**src/rtl/match_pkg.sv**
```systemverilog
// match_pkg: shared definitions for the tug-of-war match sequencer.
//   state_t    - match FSM states
//   DISP_*     - disp_sel codes driven to the LED multiplexer
//   WIN_W      - width of the per-player round-win counters
package match_pkg;

   localparam int WIN_W = 4;

   typedef enum logic [2:0] {
      IDLE      = 3'd0,
      ARM       = 3'd1,
      ROUND     = 3'd2,
      RESULT    = 3'd3,
      MATCH_END = 3'd4
   } state_t;

   localparam logic [1:0] DISP_BLANK = 2'b00;
   localparam logic [1:0] DISP_ROUND = 2'b01;
   localparam logic [1:0] DISP_SCORE = 2'b10;
   localparam logic [1:0] DISP_WIN   = 2'b11;

endpackage

```
**src/rtl/tick_timer.sv**
```systemverilog
// tick_timer: loadable down-counter that only moves on slowen ticks.
// Ports:
//   clk, rst  - clock, synchronous active-high reset
//   load      - load load_val this cycle (takes priority over counting)
//   load_val  - value to load
//   slowen    - tick enable; the count decrements on ticks while non-zero
//   expire    - 1-clk pulse on the slowen cycle where the count goes 1 -> 0
module tick_timer #(
   parameter int unsigned CNT_W = 8
) (
   input  logic             clk,
   input  logic             rst,
   input  logic             load,
   input  logic [CNT_W-1:0] load_val,
   input  logic             slowen,
   output logic             expire
);

   logic [CNT_W-1:0] count;

   always_ff @(posedge clk) begin
      if (rst) begin
         count <= '0;
      end else if (load) begin
         count <= load_val;
      end else if (slowen && (count != '0)) begin
         count <= count - 1'b1;
      end
   end

   // Combinational so the owning FSM can act in the same tick cycle.
   assign expire = slowen && (count == CNT_W'(1));

endmodule

```
**src/rtl/match_sequencer.sv**
```systemverilog
// match_sequencer: best-of-N match controller for the tug-of-war game.
// Arms each round, pulses round_go, scores round outcomes, declares the
// match winner and selects what the LED multiplexer shows.
// Ports:
//   clk, rst      - clock, synchronous active-high reset
//   slowen        - shared slow tick enable; all match timing counts these
//   start         - start (or restart) a match from IDLE / MATCH_END
//   round_done    - pulse: round resolved; round_right / round_tie qualify it
//   round_go      - registered 1-clk pulse starting a round
//   match_active  - high while a match is in progress
//   wins_l/wins_r - round-win counts, saturating at WINS_NEEDED
//   match_over    - high in MATCH_END; winner_right names the match winner
//   disp_sel      - 00 blank, 01 round result, 10 scores, 11 winner flash
module match_sequencer
   import match_pkg::*;
#(
   parameter int unsigned WINS_NEEDED   = 3,
   parameter int unsigned ARM_TICKS     = 4,
   parameter int unsigned RESULT_TICKS  = 8,
   parameter int unsigned TIMEOUT_TICKS = 64,
   parameter int unsigned CNT_W         = 8
) (
   input  logic             clk,
   input  logic             rst,
   input  logic             slowen,
   input  logic             start,
   input  logic             round_done,
   input  logic             round_right,
   input  logic             round_tie,
   output logic             round_go,
   output logic             match_active,
   output logic [WIN_W-1:0] wins_l,
   output logic [WIN_W-1:0] wins_r,
   output logic             match_over,
   output logic             winner_right,
   output logic [1:0]       disp_sel
);

   localparam logic [WIN_W-1:0] WIN_TGT   = WIN_W'(WINS_NEEDED);
   localparam logic [CNT_W-1:0] ARM_V     = CNT_W'(ARM_TICKS);
   localparam logic [CNT_W-1:0] RESULT_V  = CNT_W'(RESULT_TICKS);
   localparam logic [CNT_W-1:0] TIMEOUT_V = CNT_W'(TIMEOUT_TICKS);

   state_t           state, state_d;
   logic             load;
   logic [CNT_W-1:0] load_val;
   logic             expire;

   logic             round_go_d, match_active_d, match_over_d, winner_right_d;
   logic [WIN_W-1:0] wins_l_d, wins_r_d;
   logic [1:0]       disp_sel_d;
   logic             accept_done;
   logic             new_match;

   tick_timer #(.CNT_W(CNT_W)) u_timer (
      .clk      (clk),
      .rst      (rst),
      .load     (load),
      .load_val (load_val),
      .slowen   (slowen),
      .expire   (expire)
   );

   // round_done is ignored in the round_go cycle (round not yet under way).
   assign accept_done = (state == ROUND) && round_done && !round_go;

   // State and registered outputs.
   always_ff @(posedge clk) begin
      if (rst) begin
         state        <= IDLE;
         round_go     <= 1'b0;
         match_active <= 1'b0;
         match_over   <= 1'b0;
         winner_right <= 1'b0;
         wins_l       <= '0;
         wins_r       <= '0;
         disp_sel     <= DISP_BLANK;
      end else begin
         state        <= state_d;
         round_go     <= round_go_d;
         match_active <= match_active_d;
         match_over   <= match_over_d;
         winner_right <= winner_right_d;
         wins_l       <= wins_l_d;
         wins_r       <= wins_r_d;
         disp_sel     <= disp_sel_d;
      end
   end

   // Next state and timer loads.
   always_comb begin
      state_d  = state;
      load     = 1'b0;
      load_val = '0;
      case (state)
         IDLE, MATCH_END: begin
            if (start) begin
               state_d  = ARM;
               load     = 1'b1;
               load_val = ARM_V;
            end
         end
         ARM: begin
            if (expire) begin
               state_d  = ROUND;
               load     = 1'b1;
               load_val = TIMEOUT_V;
            end
         end
         ROUND: begin
            // A round_done coinciding with timeout is scored below, not tied.
            if (accept_done || expire) begin
               state_d  = RESULT;
               load     = 1'b1;
               load_val = RESULT_V;
            end
         end
         RESULT: begin
            if (expire) begin
               if ((wins_l == WIN_TGT) || (wins_r == WIN_TGT)) begin
                  state_d = MATCH_END;
               end else begin
                  state_d  = ARM;
                  load     = 1'b1;
                  load_val = ARM_V;
               end
            end
         end
         default: state_d = IDLE;
      endcase
   end

   // Next values of the registered outputs, decoded from the transition.
   always_comb begin
      new_match      = ((state == IDLE) || (state == MATCH_END)) && (state_d == ARM);
      round_go_d     = (state == ARM) && (state_d == ROUND);
      match_active_d = (state_d == ARM) || (state_d == ROUND) || (state_d == RESULT);
      match_over_d   = (state_d == MATCH_END);

      wins_l_d = wins_l;
      wins_r_d = wins_r;
      if (new_match) begin
         wins_l_d = '0;
         wins_r_d = '0;
      end else if (accept_done && !round_tie) begin
         if (round_right) begin
            if (wins_r < WIN_TGT) wins_r_d = wins_r + 1'b1;
         end else begin
            if (wins_l < WIN_TGT) wins_l_d = wins_l + 1'b1;
         end
      end

      winner_right_d = winner_right;
      if (new_match) begin
         winner_right_d = 1'b0;
      end else if ((state == RESULT) && (state_d == MATCH_END)) begin
         winner_right_d = (wins_r == WIN_TGT);
      end

      disp_sel_d = DISP_BLANK;
      case (state_d)
         IDLE:       disp_sel_d = DISP_BLANK;
         ARM, ROUND: disp_sel_d = DISP_SCORE;
         RESULT:     disp_sel_d = DISP_ROUND;
         MATCH_END: begin
            // Enter on the winner flash, then swap 11 <-> 10 each tick.
            if (state != MATCH_END)  disp_sel_d = DISP_WIN;
            else if (slowen)         disp_sel_d = disp_sel ^ 2'b01;
            else                     disp_sel_d = disp_sel;
         end
         default:    disp_sel_d = DISP_BLANK;
      endcase
   end

endmodule

```
**config.mk**
```make
export PLATFORM = sky130hd
export DESIGN_NAME = match_sequencer
export DESIGN_NICKNAME = d
export VERILOG_FILES = /design/src/rtl/match_pkg.sv /design/src/rtl/tick_timer.sv /design/src/rtl/match_sequencer.sv
export SDC_FILE = /design/constraint.sdc
export NUM_CORES = 1
export LEC_CHECK = 0
export CORE_MARGIN = 4
export CORE_UTILIZATION = 40
export CTS_BUF_LIST = sky130_fd_sc_hd__clkbuf_8 sky130_fd_sc_hd__clkbuf_16
export CTS_CLUSTER_SIZE = 8
export DETAILED_ROUTE_END_ITERATION = 16
export PLACE_DENSITY_LB_ADDON = 0.1
export REMOVE_ABC_BUFFERS = 1
export SYNTH_ARGS = -nofsm -noshare
export SYNTH_HDL_FRONTEND = slang
export SYNTH_SLANG_ARGS = --single-unit
```
**constraint.sdc**
```tcl
create_clock -name clk -period 2.3 [get_ports clk]
set_input_delay 0.46 -clock clk [delete_from_list [all_inputs] [get_ports clk]]
set_output_delay 0.46 -clock clk [all_outputs]
set_load 0.01 [all_outputs]
```
==> results of run 1 <==
synth_stat cells, types with 2 or more instances:
cell	number	area share
nand3_1	4	0.015
and2_1	4	0.019
a21oi_1	3	0.011
dfxtp_1	25	0.38
inv_1	6	0.017
nor4_1	2	0.0095
mux2i_1	3	0.023
nand4b_1	2	0.013
xor2_1	6	0.040
nand2_1	9	0.026
a31oi_1	3	0.014
nor3_1	2	0.0076
a311oi_1	4	0.026
nor4_2	2	0.019
nand2b_1	5	0.024
nor3b_1	4	0.023
clkbuf_1	3	0.0085
nor2_1	20	0.057
ha_1	5	0.047
o21ai_0	4	0.015
a21o_1	2	0.011
or2_1	2	0.0095
sequential cells by signal, summed over array words and instances, names as in the netlist:
| signal | cells |
|---|---|
| u_timer.count | 8 |
| round_go | 1 |
| state | 3 |
| wins_r | 4 |
| wins_l | 4 |
| match_active | 1 |
| winner_right | 1 |
| disp_sel | 2 |
| match_over | 1 |
area by class of cell:
| class | instances | area (µm²) |
|---|---|---|
| Inverter | 6 | 22.5 |
| Tap cell | 44 | 55.1 |
| Clock buffer | 3 | 41.3 |
| Fill cell | 318 | 1440 |
| Sequential cell | 25 | 500 |
| Timing Repair Buffer | 28 | 260 |
| Clock inverter | 1 | 3.75 |
| Multi-Input combinational cell | 111 | 785 |
final timing paths:
path,to,slack [ps],from
worst max-delay path,disp_sel[1],250,slowen
worst min-delay path,winner_right,510,winner_right
worst max register to register,disp_sel[1],430,wins_r[0]
worst min register to register,winner_right,510,winner_right
worst register-to-register path, stage by stage (launching register included):
cell	delay [ps]
dfxtp_1	370
ha_1	180
nor3b_1	340
o21ai_0	160
a311oi_1	360
nor2_1	90
a32o_1	270
logic make-up after synthesis:
group                      after synthesis  synth area share
adders and majority gates                5            0.0473
AOI/OAI and AO/OA                       25             0.143
buffers and inverters                   10            0.0293
muxes                                    4            0.0312
xor gates and xnor gates                 7            0.0463
DFF                                     25             0.378
and+or+nand+nor                         70             0.325
stage by stage:
step / util / power (mW)
final: 0.538 / 1.11
after global routing: 0.538 / 1.20
after CTS: 0.538 / 1.12
after detailed placement: 0.523 / 0.870
after global placement: 0.523 / 0.864
after floorplan: - / 0.759
metal layers:
metal | part of all wire | vias to the layer above | track usage
li1 | - | 579 | -
met1 | 0.49 | 552 | 0.208
met2 | 0.45 | 28 | 0.236
met3 | 0.048 | 6 | 0.0462
met4 | 0.012 | 0 | 0.0466
met5 | 0 | - | 0
power breakdown:
part	switching, mW	total, mW	leakage [nW]	internal [mW]
Clock	0.132	0.251	0.0269	0.119
Combinational	0.175	0.341	0.428	0.167
Sequential	0.0515	0.521	0.203	0.469
Total	0.358	1.11	0.658	0.756
==> results_dict.tcl, run 1 <==
set metrics [dict create \
    drc_errors 0 \
    area_growth_pct 26.0 \
    synth_edf_count 0 \
    reg2reg_depth 6 \
    max-slew-margin-rel 0.717 \
    crit_path_end_kind "register" \
    crit_type "in -> reg" \
    n_antenna_cell 0 \
    placed_area_mm2 0.00162 \
    hold_viol_final 0 \
    numCtsBuffers 3 \
    io_buffers 20 \
    vias 1165 \
    finalSetupViolCount 0 \
    worstSetupStartpointType "input pin" \
    period_minus_slack_ps 2050 \
    boundaryPins 21 \
    overflow 0 \
    antenna_found_initial 0 \
    cts_root_buf "clkbuf_8" \
    ys_warn_count 0 \
    start_util 0.427 \
    synthFlopType "dfxtp_1" \
    die_y_um 65.5 \
    drtPass1Iterations 4 \
    clk_path_buf_depth 2 \
    die_area_mm2 0.00429 \
    worstPathRequired_ps 2510 \
    chipWidth_um 65.5 \
    instances_no_fill 218 \
    finalSetupTns_ps 0 \
    layout_common_cells "25 x dfxtp_1, 20 x nor2_1, 20 x clkdlybuf4s50_1" \
    nets 187 \
    path_depth 6 \
    ys_seq_elements 25 \
    rsz0062_at_grt "false" \
    htreeDepth 1 \
    tightest_slew_ps 424 \
    worstPathArrival_ps 2270 \
    path_clk_slew_ps 90 \
    clk_latency_ps 270 \
    dp.cells 214 \
    cts_tree "done" \
    p_leak_nw 0.658 \
    grt_max_degree 14 \
    hold_class "reg -> reg" \
    synth_area_per_cell_um2 9.07 \
    synth_area_mm2 0.00132 \
    pre_cts_slack_ps -29.2 \
    critPathMaxStageDelay_ps 480 \
    ant_nets 0 \
    wl_per_cell_um 13.2 \
    fin_area_mm2 0.00167 \
    row_count 20 \
    status "complete, no violations" \
    max_freq_ghz 0.487 \
    ys_seq_area_frac 0.378 \
    irDropWorstVdd_uv 447 \
    dp_hpwl_mm 2.22 \
    core_area_mm2 0.00310 \
    grt_use_total 0.154 \
    place_congestion 0.847 \
    power.density_mw_per_mm2 667 \
    finalMaxSlewViolations 0 \
    grt_pass1_vias 1112 \
    ys_async_sr_fraction 0 \
    drive_gt1_frac 0.121 \
    max_cap_viol_count 0 \
    grt_pass1_wl_mm 5.21 \
    routed_wirelength_mm 2.89 \
    vias_per_cell 5.34 \
    cts_num_sinks 25 \
    critPathTopFamily "simple AND/OR/NAND/NOR gates" \
    final.setup.worst_slack_ps 246 \
    post_cts_buffers 0 \
    hold_buffers 0 \
    cp_slowest_cell "clkdlybuf4s50_1" \
    timing.clock.skew_ps 7.96 \
    synthCells 146 \
    cp_max_fo 6 \
    cts_resized 0 \
    ys_types 48 \
    finalCritPeriodShare 0.893 \
    min_path_cells 2 \
    final_common_cell "dfxtp_1" \
    drt_iter0_drc 91 \
    cp_num_buf_inv 1 \
    crit_path_cell_trace "clkdlybuf4s50_1 -> nor4b_4 -> and3_2 -> mux2_1 -> o211ai_1 -> a32o_1" \
    whs_ps 513 \
]
Note: power is estimated with default switching activity, not from simulation.
==> inputs of run 2 (changes only) <==
--- a/config.mk
+++ b/config.mk
@@ -5,7 +5,7 @@
 export SDC_FILE = /design/constraint.sdc
 export NUM_CORES = 1
 export LEC_CHECK = 0
-export CORE_MARGIN = 4
+export CORE_MARGIN = 2
 export CORE_UTILIZATION = 40
 export CTS_BUF_LIST = sky130_fd_sc_hd__clkbuf_8 sky130_fd_sc_hd__clkbuf_16
 export CTS_CLUSTER_SIZE = 8
==> results_dict.tcl, run 2 (synthesis gave the netlist of run 1 again) <==
set metrics [dict create \
    layout_common_cells "25 x dfxtp_1, 20 x nor2_1, 20 x clkdlybuf4s50_1" \
    overflow 0 \
    cts_root_buf "clkbuf_8" \
    place_congestion 0.849 \
    drt_iter0_drc 49 \
    post_cts_buffers 0 \
    finalMaxSlewViolations 0 \
    reg2reg_slack_ps 420 \
    wl_per_cell_um 13.3 \
    status "complete, no violations" \
    cp_slowest_cell "clkdlybuf4s50_1" \
    antenna_found_initial 0 \
    crit_type "in -> reg" \
    timing.clock.skew_ps 5.11 \
    hold_viol_final 0 \
    largest_reg_flops 8 \
    cts_tree "done" \
    worstSetupStartpointType "input pin" \
    cts_resized 0 \
    hold_buffers 0 \
    die_area_mm2 0.00379 \
    max_freq_ghz 0.490 \
    row_count 20 \
    p_leak_nw 0.658 \
    grt_pass1_vias 1138 \
    multi_input_area_um2 785 \
    boundaryPins 21 \
    min_from "wins_l[2]" \
    worstReg2RegEnd "disp_sel[1]" \
    grt_pass1_wl_mm 4.88 \
    min_path_cells 1 \
    critPathMaxStageDelay_ps 470 \
    period_minus_slack_ps 2040 \
    n_antenna_cell 0 \
    worstPathRequired_ps 2510 \
    pre_cts_slack_ps -5.46 \
    top_register "u_timer.count" \
    final_common_cell "dfxtp_1" \
    path_clk_slew_ps 80 \
    io_buffers 20 \
    core_area_mm2 0.00310 \
    clk_path_buf_depth 2 \
    numCtsBuffers 3 \
    cp_num_buf_inv 1 \
    dp.cells 214 \
    drc_errors 0 \
    dp_hpwl_mm 2.24 \
    finalCritPeriodShare 0.888 \
    irDropWorstVdd_uv 297 \
    htreeDepth 1 \
    vias 1132 \
    top_regs "u_timer.count (8), wins_l (4), wins_r (4)" \
    worstPathArrival_ps 2250 \
    min_to "wins_l[2]" \
    reg2reg_depth 6 \
    max-slew-margin-rel 0.711 \
    crit_path_cell_trace "clkdlybuf4s50_1 -> nor4b_4 -> and3_2 -> mux2_1 -> o211ai_1 -> a32o_1" \
    drive_gt1_frac 0.121 \
    power.density_mw_per_mm2 669 \
    final.setup.worst_slack_ps 258 \
    rsz0062_at_grt "false" \
    fin_util 0.538 \
    clk_latency_ps 260 \
    ant_nets 0 \
    vias_per_cell 5.19 \
    whs_ps 511 \
    max_cap_viol_count 0 \
    nets 187 \
    grt_max_degree 14 \
    die_y_um 61.5 \
    tightest_slew_ps 432 \
    routed_wirelength_mm 2.91 \
    seq_area_um2 500 \
    rr_startpoint "wins_r[0]" \
    finalSetupViolCount 0 \
    fillers 322 \
    hold_class "reg -> reg" \
    crit_path_end_kind "register" \
    cp_max_fo 6 \
    instances_no_fill 218 \
    start_util 0.427 \
    cts_num_sinks 25 \
    critPathTopFamily "simple AND/OR/NAND/NOR gates" \
    area_growth_pct 26.0 \
    chipWidth_um 61.5 \
    drtPass1Iterations 4 \
    grt_use_total 0.172 \
]
## run 2: cell counts in the layout (fill, tap and decap cells not counted)
Identical to the previous run, type by type.
## run 2: report_power, final
part / internal [mW] / switching, mW
Sequential: 0.469 / 0.0524
Combinational: 0.167 / 0.177
Clock: 0.119 / 0.131
Total: 0.756 / 0.361
## run 2: worst max path at each step
stage	start	endpoint	slack, ps	cells past startpoint
2_1_floorplan	wins_r[0]	u_timer.count[6]	540	6
5_1_grt	slowen	disp_sel[1]	190	6
3_5_place_dp	slowen	disp_sel[1]	-5	6
4_1_cts	slowen	disp_sel[1]	260	6
6_report	slowen	disp_sel[1]	260	6
3_3_place_gp	slowen	disp_sel[1]	30	6
## run 2: layer usage
metal,GRT usage,part of all wire,vias to the layer above
met3,0.0315,0.035,9
met4,0.0638,0.020,0
met1,0.238,0.50,518
met5,0,0,-
li1,-,-,580
met2,0.268,0.44,25
## run 2: final cells by class
class,count,area share
well taps,44,0.0330
repair buffers,28,0.156
clock inverters,1,0.00225
clock buffers,3,0.0248
multi-input cells,111,0.470
flip-flops and latches,25,0.300
inverters,6,0.0135
## run 2: worst reg2reg max path: cells and delay by family (launching register included)
family,cells,cell delay [ps]
AOI/OAI and AO/OA,3,800
adders and majority gates,1,180
and+or+nand+nor,2,430
DFF,1,370
## run 2: through the flow
step / TNS, ps / area (µm²) / total power, mW
finish: 0 / 1670 / 1.12
global route: 0 / 1670 / 1.19
CTS: 0 / 1670 / 1.13
detailed placement: -5.46 / 1620 / 0.875
global placement: 0 / 1620 / 0.864
floorplan: 0 / 1310 / 0.759
